<file path="config.mk">
export PLATFORM = sky130hd
export DESIGN_NAME = ddr3_init_seq
export DESIGN_NICKNAME = d
export VERILOG_FILES = /design/src/rtl/ddr3_mem_pkg.sv /design/src/rtl/ddr3_init_seq.sv
export SDC_FILE = /design/constraint.sdc
export NUM_CORES = 1
export LEC_CHECK = 0
export ABC_AREA = 1
export CORE_MARGIN = 2
export CORE_UTILIZATION = 48
export CTS_BUF_LIST = sky130_fd_sc_hd__clkbuf_8 sky130_fd_sc_hd__clkbuf_16
export CTS_CLUSTER_SIZE = 40
export DETAILED_ROUTE_END_ITERATION = 12
export GPL_TIMING_DRIVEN = 0
export PLACE_DENSITY_LB_ADDON = 0.1
export SETUP_SLACK_MARGIN = 0.3
export SYNTH_ARGS = -nofsm -noshare
export SYNTH_HDL_FRONTEND = slang
export SYNTH_SLANG_ARGS = --single-unit
</file>
<file path="constraint.sdc">
create_clock -name clk -period 3.2 [get_ports clk]
set_input_delay 0.64 -clock clk [delete_from_list [all_inputs] [get_ports clk]]
set_output_delay 0.64 -clock clk [all_outputs]
set_load 0.01 [all_outputs]
</file>
<file path="src/rtl/ddr3_mem_pkg.sv">
`default_nettype none
// ============================================================================
// Module   : ddr3_mem_pkg
// Purpose  : Shared DDR3 definitions: power-up sequencer states, command-pin
//            encodings {cs_n,ras_n,cas_n,we_n}, mode-register structs and
//            helpers that pack them onto the A[15:0] bus.
// Revision : 1.0 - initial release
// ============================================================================
package ddr3_mem_pkg;

  typedef enum logic [3:0] {
    S_IDLE     = 4'd0,
    S_RST_HOLD = 4'd1,
    S_CKE_WAIT = 4'd2,
    S_XPR      = 4'd3,
    S_MRS2     = 4'd4,
    S_MRS3     = 4'd5,
    S_MRS1     = 4'd6,
    S_MRS0     = 4'd7,
    S_ZQCL     = 4'd8,
    S_DONE     = 4'd9
  } init_states;

  localparam logic [3:0] CMD_MRS  = 4'b0000;
  localparam logic [3:0] CMD_ZQCL = 4'b0110;
  localparam logic [3:0] CMD_NOP  = 4'b0111;
  localparam logic [3:0] CMD_DES  = 4'b1111;

  typedef struct packed {
    logic       ppd;      // A12 precharge power-down
    logic [2:0] wr;       // A11:9 write recovery
    logic       dll_rst;  // A8
    logic [3:0] cl;       // CAS latency, split over A6:4 and A2
    logic       rbt;      // A3 read burst type
    logic [1:0] bl;       // A1:0 burst length
  } mr0_t;

  typedef struct packed {
    logic       qoff;     // A12
    logic       tdqs;     // A11
    logic [2:0] rtt;      // Rtt_Nom, split over A9, A6, A2
    logic       wlvl;     // A7 write levelling
    logic [1:0] al;       // A4:3 additive latency
    logic [1:0] ods;      // drive strength, split over A5, A1
    logic       dll_dis;  // A0
  } mr1_t;

  typedef struct packed {
    logic [1:0] rtt_wr;   // A10:9
    logic       srt;      // A7
    logic       asr;      // A6
    logic [2:0] cwl;      // A5:3
  } mr2_t;

  typedef struct packed {
    logic       mpr;      // A2
    logic [1:0] mpr_loc;  // A1:0
  } mr3_t;

  function automatic logic [15:0] pack_mr0(mr0_t m);
    return {3'b000, m.ppd, m.wr, m.dll_rst, 1'b0, m.cl[3:1], m.rbt, m.cl[0], m.bl};
  endfunction

  function automatic logic [15:0] pack_mr1(mr1_t m);
    return {3'b000, m.qoff, m.tdqs, 1'b0, m.rtt[2], 1'b0, m.wlvl, m.rtt[1],
            m.ods[1], m.al, m.rtt[0], m.ods[0], m.dll_dis};
  endfunction

  function automatic logic [15:0] pack_mr2(mr2_t m);
    return {5'b00000, m.rtt_wr, 1'b0, m.srt, m.asr, m.cwl, 3'b000};
  endfunction

  function automatic logic [15:0] pack_mr3(mr3_t m);
    return {13'd0, m.mpr, m.mpr_loc};
  endfunction

  function automatic int max_int(int a, int b);
    return (a > b) ? a : b;
  endfunction

endpackage
`default_nettype wire

</file>
<file path="src/rtl/ddr3_init_seq.sv">
`default_nettype none
// ============================================================================
// Module   : ddr3_init_seq
// Purpose  : DDR3 power-up sequencer. On start it walks RESET# hold, CKE
//            wait, tXPR, MRS2/3/1/0 and ZQCL, then raises a sticky init_done.
// Ports    : clk, rst_n (async, active-low), start, mr0..mr3 (MRS payloads)
//            -> ddr_rst_n, cke, cs_n/ras_n/cas_n/we_n, ba, addr, busy,
//               init_done. All outputs are registered.
// Revision : 1.0 - initial release
// ============================================================================
module ddr3_init_seq
  import ddr3_mem_pkg::*;
#(
  parameter int T_RESET_CYC  = 80000,
  parameter int T_CKE_CYC    = 200000,
  parameter int T_XPR_CYC    = 144,
  parameter int T_MRD_CYC    = 4,
  parameter int T_MOD_CYC    = 12,
  parameter int T_ZQINIT_CYC = 512
) (
  input  logic        clk,
  input  logic        rst_n,
  input  logic        start,
  input  logic [15:0] mr0,
  input  logic [15:0] mr1,
  input  logic [15:0] mr2,
  input  logic [15:0] mr3,
  output logic        ddr_rst_n,
  output logic        cke,
  output logic        cs_n,
  output logic        ras_n,
  output logic        cas_n,
  output logic        we_n,
  output logic [2:0]  ba,
  output logic [15:0] addr,
  output logic        busy,
  output logic        init_done
);

  localparam int MAX_T = max_int(max_int(max_int(T_RESET_CYC, T_CKE_CYC),
                                         max_int(T_XPR_CYC, T_MRD_CYC)),
                                 max_int(T_MOD_CYC, T_ZQINIT_CYC));
  localparam int MIN_T = -max_int(max_int(max_int(-T_RESET_CYC, -T_CKE_CYC),
                                          max_int(-T_XPR_CYC, -T_MRD_CYC)),
                                  max_int(-T_MOD_CYC, -T_ZQINIT_CYC));
  localparam int CNT_W = $clog2(MAX_T) + 1;

  if (MIN_T < 1) begin : g_bad_timing
    $error("ddr3_init_seq: every timing parameter must be at least 1 cycle");
  end

  localparam logic [CNT_W-1:0] c_ld_reset = CNT_W'(T_RESET_CYC - 1);
  localparam logic [CNT_W-1:0] c_ld_cke   = CNT_W'(T_CKE_CYC - 1);
  localparam logic [CNT_W-1:0] c_ld_xpr   = CNT_W'(T_XPR_CYC - 1);
  localparam logic [CNT_W-1:0] c_ld_mrd   = CNT_W'(T_MRD_CYC - 1);
  localparam logic [CNT_W-1:0] c_ld_mod   = CNT_W'(T_MOD_CYC - 1);
  localparam logic [CNT_W-1:0] c_ld_zq    = CNT_W'(T_ZQINIT_CYC - 1);

  // Counter preload for a state: its duration minus one.
  function automatic logic [CNT_W-1:0] load_val(init_states s);
    case (s)
      S_RST_HOLD:                 return c_ld_reset;
      S_CKE_WAIT:                 return c_ld_cke;
      S_XPR:                      return c_ld_xpr;
      S_MRS2, S_MRS3, S_MRS1:     return c_ld_mrd;
      S_MRS0:                     return c_ld_mod;
      S_ZQCL:                     return c_ld_zq;
      default:                    return '0;
    endcase
  endfunction

  init_states       r_state, w_state_next;
  logic [CNT_W-1:0] r_cnt, w_cnt_next;
  logic             w_exit, w_first;

  logic             w_ddr_rst_n, w_cke, w_busy, w_done;
  logic [3:0]       w_cmd;
  logic [2:0]       w_ba;
  logic [15:0]      w_addr;

  logic             r_ddr_rst_n, r_cke, r_busy, r_done;
  logic [3:0]       r_cmd;
  logic [2:0]       r_ba;
  logic [15:0]      r_addr;

  always_ff @(posedge clk or negedge rst_n) begin
    if (!rst_n) begin
      r_state <= S_IDLE;
      r_cnt   <= '0;
    end else begin
      r_state <= w_state_next;
      r_cnt   <= w_cnt_next;
    end
  end

  // Outputs are decoded from the current state and registered, so each
  // state's pin pattern appears one edge after the state is entered.
  always_comb begin
    w_state_next = r_state;
    w_cnt_next   = r_cnt;
    w_exit       = (r_cnt == '0);
    w_first      = (r_cnt == load_val(r_state));
    w_ddr_rst_n  = 1'b0;
    w_cke        = 1'b0;
    w_cmd        = CMD_DES;
    w_ba         = 3'd0;
    w_addr       = 16'd0;
    w_busy       = 1'b0;
    w_done       = 1'b0;

    case (r_state)
      S_IDLE: begin
        if (start) w_state_next = S_RST_HOLD;
      end
      S_RST_HOLD: begin
        w_busy = 1'b1;
        if (w_exit) w_state_next = S_CKE_WAIT;
      end
      S_CKE_WAIT: begin
        w_ddr_rst_n = 1'b1;
        w_busy      = 1'b1;
        if (w_exit) w_state_next = S_XPR;
      end
      S_XPR: begin
        w_ddr_rst_n = 1'b1;
        w_cke       = 1'b1;
        w_cmd       = CMD_NOP;
        w_busy      = 1'b1;
        if (w_exit) w_state_next = S_MRS2;
      end
      S_MRS2, S_MRS3, S_MRS1, S_MRS0: begin
        w_ddr_rst_n = 1'b1;
        w_cke       = 1'b1;
        w_cmd       = CMD_NOP;
        w_busy      = 1'b1;
        if (w_first) begin
          w_cmd = CMD_MRS;
          case (r_state)
            S_MRS2:  begin w_ba = 3'd2; w_addr = mr2; end
            S_MRS3:  begin w_ba = 3'd3; w_addr = mr3; end
            S_MRS1:  begin w_ba = 3'd1; w_addr = mr1; end
            default: begin w_ba = 3'd0; w_addr = mr0; end
          endcase
        end
        if (w_exit) begin
          case (r_state)
            S_MRS2:  w_state_next = S_MRS3;
            S_MRS3:  w_state_next = S_MRS1;
            S_MRS1:  w_state_next = S_MRS0;
            default: w_state_next = S_ZQCL;
          endcase
        end
      end
      S_ZQCL: begin
        w_ddr_rst_n = 1'b1;
        w_cke       = 1'b1;
        w_cmd       = CMD_NOP;
        w_busy      = 1'b1;
        if (w_first) begin
          w_cmd  = CMD_ZQCL;
          w_addr = 16'h0400;  // A10=1 selects long calibration
        end
        if (w_exit) w_state_next = S_DONE;
      end
      S_DONE: begin
        w_ddr_rst_n = 1'b1;
        w_cke       = 1'b1;
        w_cmd       = CMD_NOP;
        w_done      = 1'b1;
      end
      default: w_state_next = S_IDLE;
    endcase

    if (w_state_next != r_state)
      w_cnt_next = load_val(w_state_next);
    else if (r_cnt != '0)
      w_cnt_next = r_cnt - 1'b1;
  end

  always_ff @(posedge clk or negedge rst_n) begin
    if (!rst_n) begin
      r_ddr_rst_n <= 1'b0;
      r_cke       <= 1'b0;
      r_cmd       <= CMD_DES;
      r_ba        <= 3'd0;
      r_addr      <= 16'd0;
      r_busy      <= 1'b0;
      r_done      <= 1'b0;
    end else begin
      r_ddr_rst_n <= w_ddr_rst_n;
      r_cke       <= w_cke;
      r_cmd       <= w_cmd;
      r_ba        <= w_ba;
      r_addr      <= w_addr;
      r_busy      <= w_busy;
      r_done      <= w_done;
    end
  end

  assign ddr_rst_n = r_ddr_rst_n;
  assign cke       = r_cke;
  assign {cs_n, ras_n, cas_n, we_n} = r_cmd;
  assign ba        = r_ba;
  assign addr      = r_addr;
  assign busy      = r_busy;
  assign init_done = r_done;

endmodule
`default_nettype wire

</file>
==> impl_results.md <==
* Maxcap violations at 0
* Port bufs at 92
* Crit start category: flip-flop
* Critical path cell sequence: clkinvlp_4, ha_2, o21ai_4, o21ai_2, a21oi_1, nand2_1, a21oi_4, ha_1, inv_1, nor3_4, inv_2, nand2_1, nand2_1, a21oi_1
* Maximum buffer depth of the clock tree at 2
* Fill count at roughly 560
* Min-delay worst type: in -> async
* Worst clock skew at about 9 ps
* Endpoints failing setup at 0
* Post-Syn Instances at 420
* Core area at 6422 µm²
* Failing checks: DRC
* Synth Cell Area at ~3200 µm²
* Min Tclk post-route at around 2700 ps
* Post-detail-place hpwl at approximately 7.7 mm
* Worst setup margin at about 450 ps
* Total CTS buffers at 5
* Syn nets at about 500
* Initial DRC Count at 176
* GP Congestion at 0.9369
* Num rows at 29
* Via count at about 3300
* Critical path's largest stage delay at about 440 ps
* Routed WL at ~10 mm
* GRT Total Usage at between 20% and 30%
* Static leakage at roughly 2.1 nW
* Ys Warns at 0
* Max-slew violation count at 0
* CP top delay family: compound AO/OA/AOI/OAI gates
* Fin crit share at a little under nine tenths
* Worst Hold Slack at about 280 ps
* Root Buffer Master: clkbuf_8
* Initial antenna violation count at 0
* Flops & latches, synth at 48
* RR Startpoint: r_state[0]$_DFF_PN0_
* Setup CP Type: reg -> reg
* Fraction of layout instances using a drive strength above 1 at between 10% and 20%
* Routed Antenna Nets at 0
* TritonCTS Sinks at 48
* Arr. time, crit path at 2990 ps
* RSZ-0062 raised after global routing: yes
* CTS tree: done
* DRC violations left at 15
* Global-route wire length before repair at 15.88 mm
* Setup slack, reg-to-reg at ~450 ps
* Die height at between 80 and 90 µm
* F_max at between 0.3 and 0.4 GHz
* Netlist cell types at 42
* Crit path top cell by count: nand2_1
* ANT cells at 0
* Tightest Pin Transition at approximately 530 ps
* Worst Setup End Kind: flip-flop
* DRT Pass-1 Iters at 10
* Via density at 5.484
* Io pins at 94
* Clock Latency Late Sink at between 300 and 400 ps
* Most common cell after layout, fill and taps aside: nand2_1
* Reg2reg end: r_cnt[5]$_DFFE_PN0P_
* CP required at roughly 3400 ps
* Status: complete, but fails checks
* Layout Nets at 600
* Number of cells on the worst reg-to-reg path at 14
* Post-synthesis sequential area ratio at between 30% and 40%
* Largest net degree at the start of global routing at 30
* Synth-to-layout area growth at 36.98%
* Crit path from: r_state[0]$_DFF_PN0_
* Overall power at around 0.0011 W
* Buffers & Inverters on Critical Path at 3
* Post-place setup slack at ~180 ps
* Die X at 85.79 µm
* Crit path depth at 14
* Worst vdd rail ir drop at ~170 µV
* Avg Cell Area, Syn at about 7.6 µm²
* Die area at between 7000 and 8000 µm²
* H-tree depth at 2
* Worst-path fanout max at 7
* Pwr dens at around 250 nW/µm²
* Number of global-route vias before repair at around 3200
* Most frequent cells in the layout: nand2_1, clkdlybuf4s50_1, nor2_1
* CP max stage cell: dfrtp_2
* Final Hold Fails at 0
* Initial Util at 49.99%
* Slew headroom at about 65%
* Clock-pin slew on the worst setup and hold paths at around 100 ps
* Post-DR wirelength/cell at between 15 and 20 µm
* Overflow after GRT at 0
* TNS Setup at 0 ps
-- through the flow --
step | utilization (%) | instance area (µm²) | cells
global route | 68.48 | 4398 | 601
floorplan | - | 3211 | 420
global placement | 65.83 | 4228 | 589
detailed placement | 66.06 | 4243 | 590
finish | 68.48 | 4398 | 601
CTS | 67.54 | 4338 | 598
-- how the worst max path moves through the flow --
stage,to,slack [ps]
3_3_place_gp,addr[15]$_DFF_PN0_,90
5_1_grt,r_cnt[3]$_DFFE_PN0P_,260
3_5_place_dp,r_cnt[5]$_DFFE_PN0P_,180
2_1_floorplan,r_cnt[3]$_DFFE_PN0P_,800
6_report,r_cnt[5]$_DFFE_PN0P_,450
4_1_cts,r_cnt[12]$_DFFE_PN0P_,320
-- repair_timing --
item | in CTS | in global routing
setup buffers | 0 | 3
gates resized for setup | 2 | 10
setup endpoints to repair | 9 | 28
hold buffers | 0 | 0
-- Yosys cell counts (all sizes together) --
cell     number  share of area (%)
dfstp         3                2.5
nand3        22                4.4
clkinv        2               0.27
clkbuf        4               0.47
a41oi         1               0.27
o21bai        2               0.58
o2111ai       2               0.55
nand4        15                2.9
dfrtp        45                 35
xnor2         4                1.1
buf           7                2.0
nor4          2               0.39
a22o          5                1.4
xor2         12                3.3
a21boi        1               0.23
nand2       104                 13
o21ai        27                4.3
a221oi       15                4.1
ha           10                3.9
nor2         64                9.1
o211a         1               0.31
nor3          6                1.6
a21oi        19                3.1
conb          1               0.12
inv          46                5.5
-- worst reg2reg max path, delay by kind of cell, from the launching register on --
kind                     cells  cell delay [ps]
AND/OR/NAND/NOR              4              520
buffers and inverters        3              340
adder cells (fa/ha/maj)      2              480
AO/OA/AOI/OAI                5              880
flip-flops                   1              440
-- metal layers --
metal / wire length [µm] / up-vias / GRT usage, % / share of wire (%)
met5: 0 / - / 0 / 0
met4: 184 / 0 / 8.514 / 1.8
met3: 877 / 14 / 5.967 / 8.8
met2: 4848 / 132 / 48.93 / 48
met1: 4093 / 1554 / 34.07 / 41
li1: - / 1596 / - / -
-- registers in the layout (all words and copies together), names as in the netlist --
signal     flops
addr          16
ba             2
init_done      1
cke            1
r_cmd          3
busy           1
ddr_rst_n      1
r_cnt         19
r_state        4
-- area by class of cell --
cell class	count	area [µm²]	area share (%)
multi-input combinational	313	1782	40.51
sequential	48	1206	27.43
timing repair buffer	96	958.4	21.79
inverter	48	187.7	4.267
tap	77	96.34	2.191
buffer	11	80.08	1.821
clock buffer	5	68.82	1.565
clock inverter	3	18.77	0.4267
-- kinds of logic after synthesis --
logic type               count (synthesis)  share of synthesized area [%]
XOR/XNOR                                16                          4.365
AND/OR/NAND/NOR                        213                          31.06
AO/OA/AOI/OAI                           73                          14.81
buffers and inverters                   59                          8.222
adder cells (fa/ha/maj)                 10                          3.897
other                                    1                         0.1168
flip-flops                              48                          37.53
-- power breakdown --
group | switching [W] | total [W] | internal [W]
Combinational | 0.0000288 | 0.000107 | 0.0000780
Sequential | 0 | 0.000606 | 0.000606
Clock | 0.000224 | 0.000377 | 0.000153
Total | 0.000253 | 0.00109 | 0.000837
Note: power is estimated with default switching activity, not from simulation.
